## config.mk

```make
export PLATFORM = sky130hd
export DESIGN_NAME = serial_subtractor_flat
export DESIGN_NICKNAME = d
export VERILOG_FILES = /design/src/rtl/serial_arith_pkg.sv /design/src/rtl/serial_subtractor_if.sv /design/src/rtl/full_subtractor.sv /design/src/rtl/serial_subtractor.sv /design/src/flat_wrapper.sv
export SDC_FILE = /design/constraint.sdc
export NUM_CORES = 1
export LEC_CHECK = 0
export ABC_CLOCK_PERIOD_IN_PS = 1700
export BUFFER_PORTS_ARGS = -buffer_cell sky130_fd_sc_hd__buf_2
export CAP_MARGIN = 20
export CORE_ASPECT_RATIO = 1.25
export CORE_MARGIN = 4
export CORE_UTILIZATION = 51
export CTS_CLUSTER_DIAMETER = 40
export DETAILED_ROUTE_END_ITERATION = 10
export GPL_TIMING_DRIVEN = 0
export PLACE_DENSITY = 0.74
export SYNTH_ARGS = -nofsm -noshare
export SYNTH_HDL_FRONTEND = slang
export SYNTH_SLANG_ARGS = --single-unit
```

## constraint.sdc

```tcl
create_clock -name clk -period 1.7 [get_ports clk]
set_clock_uncertainty 0.1 [all_clocks]
set_input_delay 0.085 -clock clk [delete_from_list [all_inputs] [get_ports clk]]
set_output_delay 0.085 -clock clk [all_outputs]
set_load 0.05 [all_outputs]
```

## src/rtl/serial_arith_pkg.sv

```systemverilog
// Shared state encoding and width default for the bit-serial arithmetic blocks.
package serial_arith_pkg;

  localparam int unsigned DEF_WIDTH = 8;

  typedef enum logic [1:0] {
    ST_IDLE  = 2'd0,
    ST_SHIFT = 2'd1,
    ST_DONE  = 2'd2
  } state_t;

endpackage

```

## src/rtl/serial_subtractor_if.sv

```systemverilog
// Start/done handshake and operand/result bus of the serial subtractor.
interface serial_subtractor_if
  import serial_arith_pkg::*;
#(
  parameter int unsigned WIDTH = DEF_WIDTH
);

  logic             start;
  logic [WIDTH-1:0] a;
  logic [WIDTH-1:0] b;
  logic             busy;
  logic             done;
  logic [WIDTH-1:0] diff;
  logic             borrow_out;

  modport master (
    output start, a, b,
    input  busy, done, diff, borrow_out
  );

  modport slave (
    input  start, a, b,
    output busy, done, diff, borrow_out
  );

endinterface

```

## src/rtl/full_subtractor.sv

```systemverilog
// One-bit full subtractor: d = a - b - bin, with borrow out.
module full_subtractor (
  input  logic a,
  input  logic b,
  input  logic bin,
  output logic d,
  output logic bout
);

  assign d    = a ^ b ^ bin;
  assign bout = (~a & b) | (~(a ^ b) & bin);

endmodule

```

## src/rtl/serial_subtractor.sv

```systemverilog
// Bit-serial subtractor: diff = a - b, LSB first, one bit per clock.
module serial_subtractor
  import serial_arith_pkg::*;
#(
  parameter int unsigned WIDTH = DEF_WIDTH
) (
  input logic               clk,
  input logic               rst_n,
  serial_subtractor_if.slave bus
);

  localparam int unsigned CW = $clog2(WIDTH + 1);

  state_t           state_q;
  logic [CW-1:0]    cnt_q;
  logic [WIDTH-1:0] sh_a_q;
  logic [WIDTH-1:0] sh_b_q;
  logic [WIDTH-1:0] sh_d_q;
  logic [WIDTH-1:0] sh_d_d;
  logic             borrow_q;
  logic [WIDTH-1:0] diff_q;
  logic             bout_q;
  logic             fs_d;
  logic             fs_bout;
  logic             last_bit;

  full_subtractor u_fs (
    .a    (sh_a_q[0]),
    .b    (sh_b_q[0]),
    .bin  (borrow_q),
    .d    (fs_d),
    .bout (fs_bout)
  );

  // Right shift with the new difference bit entering at the MSB; written as a
  // concatenate-and-shift so it also holds for WIDTH=1.
  assign sh_d_d   = WIDTH'({fs_d, sh_d_q} >> 1);
  assign last_bit = (cnt_q == CW'(WIDTH - 1));

  // Control FSM plus datapath registers; result registers load only on the last bit.
  always_ff @(posedge clk or negedge rst_n) begin
    if (!rst_n) begin
      state_q  <= ST_IDLE;
      cnt_q    <= '0;
      sh_a_q   <= '0;
      sh_b_q   <= '0;
      sh_d_q   <= '0;
      borrow_q <= 1'b0;
      diff_q   <= '0;
      bout_q   <= 1'b0;
    end else begin
      case (state_q)
        ST_IDLE: begin
          if (bus.start) begin
            sh_a_q   <= bus.a;
            sh_b_q   <= bus.b;
            borrow_q <= 1'b0;
            cnt_q    <= '0;
            state_q  <= ST_SHIFT;
          end
        end
        ST_SHIFT: begin
          sh_a_q   <= sh_a_q >> 1;
          sh_b_q   <= sh_b_q >> 1;
          sh_d_q   <= sh_d_d;
          borrow_q <= fs_bout;
          cnt_q    <= cnt_q + CW'(1);
          if (last_bit) begin
            diff_q  <= sh_d_d;
            bout_q  <= fs_bout;
            state_q <= ST_DONE;
          end
        end
        ST_DONE: state_q <= ST_IDLE;
        default: state_q <= ST_IDLE;
      endcase
    end
  end

  assign bus.busy       = (state_q == ST_SHIFT);
  assign bus.done       = (state_q == ST_DONE);
  assign bus.diff       = diff_q;
  assign bus.borrow_out = bout_q;

endmodule

```

## src/flat_wrapper.sv

```systemverilog
// flat-port wrapper written by rule: the top's interface ports become plain ports
module serial_subtractor_flat import serial_arith_pkg::*;
#(
  parameter int unsigned WIDTH = DEF_WIDTH
)
  (clk, rst_n, bus_start, bus_a, bus_b, bus_busy, bus_done, bus_diff, bus_borrow_out);
  serial_subtractor_if #(.WIDTH(WIDTH)) bus_i ();
  input logic clk;
  input logic rst_n;
  input wire logic [$bits(bus_i.start)-1:0] bus_start;
  input wire logic [$bits(bus_i.a)-1:0] bus_a;
  input wire logic [$bits(bus_i.b)-1:0] bus_b;
  output wire logic [$bits(bus_i.busy)-1:0] bus_busy;
  output wire logic [$bits(bus_i.done)-1:0] bus_done;
  output wire logic [$bits(bus_i.diff)-1:0] bus_diff;
  output wire logic [$bits(bus_i.borrow_out)-1:0] bus_borrow_out;
  assign bus_i.start = bus_start;
  assign bus_i.a = bus_a;
  assign bus_i.b = bus_b;
  assign bus_busy = bus_i.busy;
  assign bus_done = bus_i.done;
  assign bus_diff = bus_i.diff;
  assign bus_borrow_out = bus_i.borrow_out;
  serial_subtractor #(.WIDTH(WIDTH)) u_core (.clk(clk), .rst_n(rst_n), .bus(bus_i));
endmodule
```

==> After elaboration in Yosys (flattened, before gate mapping) <==
Cells that the tools add are included.
{ "op_classes": {"add_sub_neg": 1, "eq_ne": 5, "n_mux": 11, "n_bitwise": 7, "n_reduce_logical": 5} }
{ "op_table": {"columns": ["cell", "count"], "rows": [
  ["case mux 8 bit (2 select lines)", 2],
  ["two-way mux 8 bit", 2],
  ["case mux 4 bit (2 select lines)", 1],
  ["AND reduction 2 bit", 3],
  ["adder 4 x 1 -> 4 bit, second input constant", 1],
  ["equality test 4 x 3 -> 1 bit, second input constant", 1],
  ["two-way mux 2 bit", 2],
  ["two-way mux 4 bit", 1],
  ["case mux 2 bit (2 select lines)", 1],
  ["bitwise AND 1 bit", 2],
  ["equality test 2 x 1 -> 1 bit, second input constant", 1],
  ["equality test 2 bit, second input constant", 1],
  ["zero test 2 bit", 1],
  ["inequality test 2 x 1 -> 1 bit, second input constant", 1],
  ["inequality test 2 bit, second input constant", 1],
  ["NOT 1 bit", 2],
  ["case mux 1 bit (2 select lines)", 1],
  ["nonzero test 2 bit", 1],
  ["XOR 1 bit", 2],
  ["two-way mux 1 bit", 1],
  ["OR 1 bit", 1]
]} }
{ "word_totals": {"ff_bits": 40, "in_bits": 19, "elab_cells": 37} }

==> Depth between registers and ports, before layout <==
Gate-level depths: netlist of the first run.
{ "depth": {"ltp_word": 5, "ltp_mapped": 5} }

==> Hierarchy <==
Synthesis of the first run repeated with hierarchy kept, for this count alone.
{ "hier_totals": {"cells_unflattened": 149, "hier_area_um2": 1640.3} }
{ "by_module_without_submodules": {"columns": ["mod", "instances", "cells_per_inst", "area_per_inst_um2"], "rows": [
  ["serial_subtractor", 1, 145, 1609.0],
  ["full_subtractor", 1, 4, 31.3]
]} }

==> Worst setup path after synthesis of the first run <==
No wires, ideal clock.
{ "synth_path": {"kind": "reg-to-output", "from": "register u_core.state_q[1]", "to": "output bus_done", "t_arrival_ns": 1.633, "required_ns": 1.515, "setup_slack_ns": -0.118, "path_stages_with_launch": 4, "path_cell_list": "dfrtp_1 clkbuf_1 clkbuf_1 nor2b_1"} }
{ "synth_between": {"elab_chain_cells": 1} }
{ "synth_rtl": {"columns": ["element", "line", "source"], "rows": [
  ["start, declared", "serial_subtractor.sv:14", "state_t state_q;"],
  ["start signal, assigned", "serial_subtractor.sv:43", "state_q <= ST_IDLE;"],
  ["start signal, assigned", "serial_subtractor.sv:59", "state_q <= ST_SHIFT;"],
  ["start signal, assigned", "serial_subtractor.sv:71", "state_q <= ST_DONE;"],
  ["equality test 2 bit", "serial_subtractor.sv:81", "assign bus.done = (state_q == ST_DONE);"],
  ["end, declared", "flat_wrapper.sv:14", "output wire logic [$bits(bus_i.done)-1:0] bus_done;"]
]} }
Every way passes these cells.

==> Worst setup path after layout of the first run <==
Ends and elaborated chain as after synthesis.

==> impl_metrics.env, run 1 <==
export IMPL_status="finished clean"
export IMPL_synth_distinct_cells=22
export IMPL_p_total_uw=4000
export IMPL_root_buffer="clkbuf_8"
export IMPL_r2r_end="u_core.bus.diff[5]"
export IMPL_p_seq_share_pct=40.0
export IMPL_avgSynthCellArea_um2=10.4
export IMPL_fin_crit_sh_pct=94.4
export IMPL_power_switching_uw=1720
export IMPL_swShare_pct=43.0
export IMPL_hold_path_depth=3
export IMPL_yosysTopAreaCellShare_pct=56.1
export IMPL_die_x_um=60.2
export IMPL_final_setup_viol_count=0
export IMPL_worstSetupEndpointType="primary output"
export IMPL_fin_crit_ps=1600
export IMPL_worstPathRequired_ps=1510
export IMPL_rsz0062_at_grt="false"
export IMPL_ios=30
export IMPL_nNetsFinal=237
export IMPL_fmax_mhz=623
export IMPL_portBuffers=29
export IMPL_cts_tree="built"
export IMPL_clockBufferDepth=2
export IMPL_worst_r2r_startpoint="u_core.cnt_q[0]"
export IMPL_cp_arrival_ps=1420
export IMPL_hold_path_startpoint="bus_a[1]"
export IMPL_p_int_uw=2280
export IMPL_synth_nets=188
export IMPL_antenna_found_initial=0
export IMPL_area_growth_pct=25.1
export IMPL_overflow=0
export IMPL_remaining_drc_errors=0
export IMPL_place_congestion=0.772
export IMPL_ys_warn_count=0
export IMPL_combPwrFrac_pct=44.9
export IMPL_async_flop_share_pct=100
export IMPL_coreArea_um2=3250
export IMPL_ys_seq_area_share_pct=56.1
export IMPL_dp_hpwl_mm=2.53
export IMPL_antenna_cells=0
export IMPL_grt_pass1_wl_mm=6.14
export IMPL_die_area_um2=4410
export IMPL_nFillCells=270
export IMPL_cts_buffers=5
export IMPL_die_h_um=73.3
export IMPL_cellLeakagePower_uw=0.00102
export IMPL_hold_end="u_core.sh_a_q[1]"
export IMPL_setup_worst_path_start_class="flip-flop"
export IMPL_initialDrtViolationCount=63
export IMPL_synth_ff_type="dfrtp_1"
export IMPL_clock_sinks=39
export IMPL_relSlewSlack_pct=42.2
export IMPL_hold_class="in -> reg"
export IMPL_grt_pass1_vias=1391
export IMPL_synth_enable_flop_cells=0
export IMPL_reg2reg_depth=5
export IMPL_drtAntennaViolNets=0
export IMPL_seq_area_um2=976
export IMPL_grt_usage_pct=18.6
export IMPL_synth_commonest_cells="dfrtp_1 (39), nand2_1 (28), o21ai_0 (18)"
export IMPL_clockPowerShare_pct=15.0
export IMPL_multi_input_area_um2=713
export IMPL_post_synth_top_count_cell="dfrtp_1"
export IMPL_pre_cts_ws_ps=-34.0
export IMPL_vias=1422
export IMPL_layout_setup_ws_ps=95.1
export IMPL_slew_viol_final=0
export IMPL_stdcell_count=254
export IMPL_cp_max_fo=10
export IMPL_worstSetupPathType="reg -> out"
export IMPL_post_place_cells=233
export IMPL_peakVddDrop_mv=1.14
export IMPL_p_per_area_nw_per_um2=1840
export IMPL_layout_drive_gt1_share_pct=24.9
export IMPL_postLayoutCoreUtil_pct=66.9
export IMPL_dr_pass1_iters=4
export IMPL_initial_core_util_pct=53.5
export IMPL_clkTransAtPathRegs_ps=70
export IMPL_synth_cells=167
export IMPL_cp_startpoint="u_core.state_q[1]"
export IMPL_max_cap_violations=0
export IMPL_worst_pin_slew_ps=867
export IMPL_wl_per_cell_um=14.5
export IMPL_rows=23
export IMPL_synth_largest_area_cell="dfrtp_1"
export IMPL_syn_area_um2=1740
export IMPL_synth_area_leaders="dfrtp_1 (56%), nand2_1 (6.0%), mux2_2 (5.8%), nor2b_1 (5.8%), a22oi_1 (5.6%)"
export IMPL_rrSetupSlack_ps=120
export IMPL_hold_viol=0
export IMPL_viasPerCell=5.60
export IMPL_clk_latency_ps=290
export IMPL_cts_max_level=2
export IMPL_grt_max_degree=40
export IMPL_yosys_register_bits=39
export IMPL_wl_mm=3.68
-- registers in the layout (all words and copies together) (netlist names) --
register,count
u_core.sh_a_q,8
u_core.sh_d_q,7
u_core.cnt_q,4
u_core.state_q,2
u_core.bus.borrow_out,1
u_core.sh_b_q,8
u_core.borrow_q,1
u_core.bus.diff,8
-- worst max-delay path by stage --
stage,endpoint,slack (ps),depth (start not counted)
floorplan,bus_done,120,3
global placement,bus_done,-40,4
detailed placement,bus_done,-30,4
CTS,bus_busy,30,4
global route,u_core.sh_b_q[0],10,5
finish,bus_done,100,4
-- critical path, cell delays in order (launching register included) --
cell	delay, ps
dfrtp_1	390
clkbuf_4	190
clkbuf_4	200
nor2b_2	160
buf_4	200
-- power by group through the flow --
stage / sequential, µW / clock (µW) / combinational, µW
floorplan: 1880 / 0 / 992
CTS: 1600 / 621 / 1810
finish: 1600 / 601 / 1800
global route: 1650 / 659 / 1990
global placement: 1590 / 0 / 1670
detailed placement: 1620 / 0 / 1720
-- cell type report --
| type | instances | share of cell area (%) |
|---|---|---|
| clock inverter | 2 | 0.575 |
| sequential | 39 | 44.9 |
| timing repair buffer | 42 | 13.4 |
| multi-input combinational | 115 | 32.8 |
| buffer | 9 | 2.24 |
| inverter | 4 | 0.690 |
| clock buffer | 6 | 3.34 |
| tap | 37 | 2.13 |
-- layout by cell type, fill, tap and decap left out --
cell type / instances
mux2i_1: 1
nor2_1: 2
buf_4: 4
o311ai_0: 1
o21ai_0: 18
clkbuf_8: 5
mux2_2: 9
nor2b_1: 15
fa_1: 1
and3b_1: 1
buf_6: 1
clkinv_2: 1
a2bb2oi_1: 1
ha_1: 1
o21bai_1: 1
clkbuf_1: 6
buf_12: 1
a22o_1: 2
nand2_1: 28
nand3_1: 2
dfrtp_1: 39
a21oi_1: 16
nor3_4: 1
inv_1: 4
dlygate4sd3_1: 11
clkinvlp_4: 1
nand2b_2: 1
nor2b_2: 1
a22oi_1: 13
clkbuf_4: 2
buf_2: 27
-- logic make-up (layout without fill, tap and decap cells) --
logic type / after synthesis / count (layout) / synth area share [%]
buf+inv: 13 / 63 / 3.02
fa+ha+maj: 2 / 2 / 1.87
simple gates: 51 / 51 / 14.7
mux: 10 / 10 / 6.40
compound gates: 52 / 52 / 17.8
flops: 39 / 39 / 56.1
-- metal layers --
| layer | GRT usage, % | part of all wire (%) | vias up |
|---|---|---|---|
| li1 | - | - | 682 |
| met5 | 0 | 0 | - |
| met2 | 31.4 | 49 | 40 |
| met1 | 22.2 | 44 | 690 |
| met3 | 3.69 | 5.1 | 10 |
| met4 | 8.87 | 2.2 | 0 |
-- metrics by stage --
step | setup TNS, ps | hold slack (ps) | cell area, µm²
global route | 0 | 33.1 | 2180
finish | 0 | 0.425 | 2180
global placement | -38.5 | 130 | 1930
CTS | 0 | 2.67 | 2170
detailed placement | -214 | 152 | 1930
floorplan | 0 | -311 | 1740
-- timing repair --
| action | CTS | global route |
|---|---|---|
| cloned | 0 | 0 |
| hold buffers | 11 | 0 |
| buffers inserted | 2 | 0 |
| hold endpoints to repair | 49 | 0 |
| endpoints found under the setup margin | 10 | 10 |
| resized for setup | 6 | 4 |
| pin swaps | 1 | 1 |
(Power assumes the default switching activity.)
==> inputs of run 2 (changes only) <==
--- a/config.mk
+++ b/config.mk
@@ -6,14 +6,14 @@
 export NUM_CORES = 1
 export LEC_CHECK = 0
 export ABC_CLOCK_PERIOD_IN_PS = 1700
-export BUFFER_PORTS_ARGS = -buffer_cell sky130_fd_sc_hd__buf_2
+export BUFFER_PORTS_ARGS = -buffer_cell sky130_fd_sc_hd__buf_4
 export CAP_MARGIN = 20
 export CORE_ASPECT_RATIO = 1.25
 export CORE_MARGIN = 4
 export CORE_UTILIZATION = 51
 export CTS_CLUSTER_DIAMETER = 40
 export DETAILED_ROUTE_END_ITERATION = 10
-export GPL_TIMING_DRIVEN = 0
+export GPL_TIMING_DRIVEN = 1
 export PLACE_DENSITY = 0.74
 export SYNTH_ARGS = -nofsm -noshare
 export SYNTH_HDL_FRONTEND = slang
==> run 2 against run 1 <==
Register-to-register slack hardly changed. Critical path depth is 1 higher. Count of clock-buffer cells in the layout is 1 lower. Sequential cell count stayed put. Largest cell class unchanged. Wire length is 8.2% higher. Sequential power hardly changed.
==> impl_metrics.env, run 2 (synthesized netlist as in run 1, its figures left out) <==
export IMPL_status="finished clean"
export IMPL_initial_core_util_pct=53.5
export IMPL_vias=1414
export IMPL_hold_end="u_core.sh_a_q[7]"
export IMPL_clk_latency_ps=300
export IMPL_grt_pass1_wl_mm=6.82
export IMPL_dr_pass1_iters=4
export IMPL_worst_r2r_startpoint="u_core.cnt_q[0]"
export IMPL_p_per_area_nw_per_um2=1950
export IMPL_cp_arrival_ps=1410
export IMPL_hold_path_depth=3
export IMPL_die_area_um2=4410
export IMPL_die_h_um=73.3
export IMPL_p_total_uw=4530
export IMPL_antenna_found_initial=0
export IMPL_cp_startpoint="u_core.state_q[1]"
export IMPL_initialDrtViolationCount=62
export IMPL_cp_max_fo=11
export IMPL_fin_crit_ps=1590
export IMPL_grt_pass1_vias=1486
export IMPL_final_area_um2=2330
export IMPL_remaining_drc_errors=0
export IMPL_worstSetupPathType="reg -> out"
export IMPL_relSlewSlack_pct=67.3
export IMPL_final_cell_mix="dfrtp_1 (39), buf_4 (35), nand2_1 (28)"
export IMPL_portBuffers=29
export IMPL_pre_cts_ws_ps=136
export IMPL_hold_viol=0
export IMPL_max_stage_delay_ps=380
export IMPL_overflow=0
export IMPL_layout_drive_gt1_share_pct=26.6
export IMPL_drtAntennaViolNets=0
export IMPL_worstPathRequired_ps=1510
export IMPL_cp_top_family="buffers and inverters"
export IMPL_hold_path_startpoint="bus_a[7]"
export IMPL_reg2reg_depth=5
export IMPL_cellLeakagePower_uw=0.00108
export IMPL_nNetsFinal=238
export IMPL_fmax_mhz=627
export IMPL_cp_cell_sequence="nand2b_2 -> buf_6 -> inv_1 -> buf_6 -> buf_8"
export IMPL_fin_tns_setup_ps=0
export IMPL_rows=23
export IMPL_cts_buffers=5
export IMPL_cpMaxStageDelayCell="dfrtp_1"
export IMPL_place_congestion=0.754
export IMPL_cp_num_buf_inv=4
export IMPL_cpMostUsedCell="buf_6"
export IMPL_root_buffer="clkbuf_8"
export IMPL_cp_depth=5
export IMPL_ios=30
export IMPL_worstSetupEndpointType="primary output"
export IMPL_grt_max_degree=40
export IMPL_clkTransAtPathRegs_ps=80
export IMPL_final_common_cell="dfrtp_1"
export IMPL_rsz0062_at_grt="false"
export IMPL_hold_class="in -> reg"
export IMPL_r2r_end="u_core.bus.diff[1]"
export IMPL_layout_setup_ws_ps=106
export IMPL_rrSetupSlack_ps=120
export IMPL_wl_per_cell_um=15.6
export IMPL_post_cts_buffers=0
export IMPL_area_growth_pct=33.8
export IMPL_antenna_cells=0
export IMPL_viasPerCell=5.55
export IMPL_setup_worst_path_start_class="flip-flop"
export IMPL_die_x_um=60.2
export IMPL_cts_tree="built"
export IMPL_max_cap_violations=0
export IMPL_final_setup_viol_count=0
export IMPL_worst_pin_slew_ps=490
export IMPL_coreArea_um2=3250
export IMPL_cts_max_level=2
export IMPL_grt_usage_pct=21.0
export IMPL_place_area_um2=2040
export IMPL_slew_viol_final=0
export IMPL_wl_mm=3.98
export IMPL_hold_slack_ps=4.26
export IMPL_clockBufferDepth=2
export IMPL_clock_sinks=39
export IMPL_fin_crit_sh_pct=93.8
export IMPL_dp_hpwl_mm=2.59
export IMPL_peakVddDrop_mv=1.32
## run 2: changes by cell type in the layout (fill, tap and decap cells not counted), sizes merged
cell,before,now
buf,33,38
dlygate4sd3,11,14
clkbuf,13,5
bufinv,0,2
clkinv,1,0
## run 2: cell type report
type                       instances  area (µm²)
sequential                        39         976
tap                               37        46.3
multi-input combinational        115         713
fill                             240         925
clock buffer                       5        68.8
timing repair buffer              52         440
clock inverter                     3        67.6
inverter                           4        15.0
## run 2: worst register-to-register path: stages (launching register included)
cell,delay (ps)
dfrtp_1,390
ha_1,190
nand2_1,110
nor3_4,120
buf_4,200
mux2_2,350
## run 2: how the worst max path moves through the flow
| stage | to | slack (ps) |
|---|---|---|
| final | bus_busy | 110 |
| after detailed placement | u_core.bus.diff[1] | 140 |
| after global routing | bus_busy | 20 |
| after CTS | bus_busy | 4 |
| after floorplan | bus_done | 120 |
| after global placement | u_core.bus.diff[5] | 190 |
## run 2: timing repair
action | 4_1_cts | 5_1_grt
hold buffers | 14 | 0
resized for setup | 0 | 4
endpoints found under the hold margin | 52 | 0
setup endpoints to repair | 0 | 1
## run 2: layer usage
metal  vias up  routed length (µm)  track usage, %
met5         -                   0               0
met4         0                 100            11.3
met3        11                 204            4.57
met2        36                2000            32.9
met1       690                1670            26.9
li1        677                   -               -
## run 2: where the power goes
group          total [µW]  internal [µW]  leakage (µW)  switching (µW)
Clock                 925            585     0.0000644             340
Combinational        2000            809      0.000516            1190
Sequential           1600           1320      0.000500             282
## run 2: per-stage QoR
stage	util, %	instances
floorplan	-	167
finish	71.6	255
CTS	71.1	255
global placement	62.6	233
detailed placement	62.6	233
global route	71.6	255
==> inputs of run 3 (changes only) <==
--- a/config.mk
+++ b/config.mk
@@ -10,11 +10,12 @@
 export CAP_MARGIN = 20
 export CORE_ASPECT_RATIO = 1.25
 export CORE_MARGIN = 4
-export CORE_UTILIZATION = 51
+export CORE_UTILIZATION = 54
 export CTS_CLUSTER_DIAMETER = 40
 export DETAILED_ROUTE_END_ITERATION = 10
-export GPL_TIMING_DRIVEN = 1
-export PLACE_DENSITY = 0.74
+export GPL_TIMING_DRIVEN = 0
+export MAX_ROUTING_LAYER = met4
+export PLACE_DENSITY = 0.77
 export SYNTH_ARGS = -nofsm -noshare
 export SYNTH_HDL_FRONTEND = slang
 export SYNTH_SLANG_ARGS = --single-unit
==> run 3 against run 2 <==
Die area down 4.9%. Maximum frequency is 1.5% lower. Combinational power decreased by 3%. Global-route usage rose by 0.87 points. Non-clock buffer count increased by 3. Cell area shrank 1.5%. Highest routed layer unchanged. Via count grew 0.64%. Sequential share of layout area grew 0.62 points. Cell count is 0.78% higher. Clock power decreased by 35%. Largest cell class unchanged.
==> impl_metrics.env, run 3 (synthesized netlist as in run 1, its figures left out) <==
export IMPL_hold_slack_ps=27.9
export IMPL_remaining_drc_errors=0
export IMPL_multi_input_area_um2=713
export IMPL_cts_tree="built"
export IMPL_ios=30
export IMPL_grt_pass1_vias=1463
export IMPL_clkTransAtPathRegs_ps=110
export IMPL_vias=1423
export IMPL_final_cell_mix="dfrtp_1 (39), nand2_1 (28), buf_4 (28)"
export IMPL_fin_crit_ps=1620
export IMPL_overflow=0
export IMPL_antenna_found_initial=0
export IMPL_grt_pass1_wl_mm=6.70
export IMPL_worstSetupPathType="reg -> reg"
export IMPL_clk_latency_ps=360
export IMPL_clock_sinks=39
export IMPL_die_h_um=71.5
export IMPL_hold_class="in -> reg"
export IMPL_relSlewSlack_pct=62.2
export IMPL_p_per_area_nw_per_um2=1810
export IMPL_max_cap_violations=0
export IMPL_place_congestion=0.760
export IMPL_swShare_pct=42.1
export IMPL_wl_mm=4.00
export IMPL_rows=22
export IMPL_viasPerCell=5.54
export IMPL_p_seq_share_pct=38.7
export IMPL_die_x_um=58.8
export IMPL_setup_worst_path_start_class="flip-flop"
export IMPL_cellLeakagePower_uw=0.00106
export IMPL_slew_viol_final=0
export IMPL_cts_buffers=5
export IMPL_initial_core_util_pct=57.4
export IMPL_cp_max_fo=10
export IMPL_hold_viol=0
export IMPL_cpMaxStageDelayCell="dfrtp_1"
export IMPL_cts_max_level=2
export IMPL_final_common_cell="dfrtp_1"
export IMPL_clockBufferDepth=2
export IMPL_post_place_cells=232
export IMPL_power_switching_uw=1740
export IMPL_initialDrtViolationCount=68
export IMPL_nNetsFinal=241
export IMPL_p_int_uw=2400
export IMPL_coreArea_um2=3030
export IMPL_cp_cell_sequence="ha_1 -> nand2_1 -> nor3_4 -> buf_12 -> mux2_2"
export IMPL_max_stage_delay_ps=410
export IMPL_status="finished clean"
export IMPL_worstPathRequired_ps=1850
export IMPL_fmax_mhz=618
export IMPL_layout_drive_gt1_share_pct=24.1
export IMPL_rsz0062_at_grt="false"
export IMPL_fin_crit_sh_pct=95.2
export IMPL_dr_pass1_iters=4
export IMPL_seq_area_um2=976
export IMPL_cp_arrival_ps=1760
export IMPL_portBuffers=29
export IMPL_combPwrFrac_pct=46.8
export IMPL_final_setup_viol_count=0
export IMPL_wl_per_cell_um=15.6
export IMPL_dp_hpwl_mm=2.56
export IMPL_die_area_um2=4200
export IMPL_area_growth_pct=31.9
export IMPL_worst_pin_slew_ps=565
export IMPL_root_buffer="clkbuf_4"
export IMPL_worstSetupEndpointType="flip-flop"
export IMPL_postLayoutCoreUtil_pct=75.7
export IMPL_grt_usage_pct=21.9
export IMPL_drtAntennaViolNets=0
export IMPL_stdcell_count=257
export IMPL_peakVddDrop_mv=1.32
export IMPL_clockPowerShare_pct=14.5
export IMPL_nFillCells=217
export IMPL_grt_max_degree=40
==> run 3: cell types whose count changed in the layout (fill, tap and decap cells not counted) <==
cell / previous run / this run
inv_4: 0 / 1
diode_2: 0 / 1
inv_1: 4 / 3
clkinvlp_4: 1 / 0
clkbuf_4: 0 / 6
clkbuf_8: 5 / 1
dlygate4sd3_1: 14 / 16
clkbuf_1: 0 / 6
buf_12: 0 / 1
bufinv_16: 2 / 1
buf_4: 35 / 28
==> run 3: final timing paths <==
path | start | endpoint | slack (ps) | cells past startpoint
min reg2reg | u_core.sh_d_q[1] | u_core.sh_d_q[1] | 390 | 2
max in group asynchronous | rst_n | u_core.bus.diff[6] | 1040 | 2
max | u_core.cnt_q[0] | u_core.bus.diff[3] | 80 | 5
max reg2reg | u_core.cnt_q[0] | u_core.bus.diff[3] | 80 | 5
min | bus_start | u_core.sh_a_q[0] | 30 | 4
min in group asynchronous | rst_n | u_core.sh_a_q[3] | 120 | 2
==> run 3: final cells by class <==
cell class                      instances  share of cell area, %
Sequential cell                        39                   42.6
Antenna cell                            1                  0.109
Buffer                                  9                   2.56
Clock buffer                            6                   1.80
Multi-Input combinational cell        115                   31.1
Clock inverter                          1                   1.31
Inverter                                4                  0.764
Timing Repair Buffer                   46                   17.8
Tap cell                               36                   1.96
==> run 3: power by group through the flow <==
stage	clock [µW]	combinational (µW)	sequential, µW
after global routing	665	2120	1650
after floorplan	0	992	1880
final	601	1940	1610
after CTS	615	1910	1600
after detailed placement	0	1810	1620
after global placement	0	1750	1590
==> run 3: routing by layer <==
| layer | routed length, µm | global-route usage (%) | up-vias |
|---|---|---|---|
| met3 | 220 | 5.59 | 11 |
| met4 | 98 | 11.1 | 0 |
| met2 | 2000 | 34.0 | 46 |
| met5 | 0 | - | - |
| li1 | - | - | 687 |
| met1 | 1690 | 26.1 | 679 |
==> run 3: per-stage QoR <==
step | area, µm² | total power, µW | worst slack (ps) | setup TNS [ps]
detailed placement | 2010 | 3430 | -31.0 | -185
finish | 2290 | 4150 | 82.4 | 0
CTS | 2270 | 4130 | 6.33 | 0
global route | 2290 | 4440 | 4.57 | 0
floorplan | 1740 | 2870 | 120 | 0
global placement | 2010 | 3340 | 12.9 | 0
==> run 3: worst max-delay path, delay by kind of cell (launching register included) <==
family,cells,cell delay [ps]
adders and majority gates,1,190
buffers and inverters,1,160
DFF,1,410
muxes,1,330
and+or+nand+nor,2,320
==> run 3: repair_timing <==
action                                  in CTS  in global routing
pin swaps                                    1                  0
endpoints found under the hold margin       54                  0
gates cloned                                 0                  0
setup buffers                                1                  0
hold buffers                                16                  0
endpoints found under the setup margin      10                  2
gates resized for setup                      7                  6
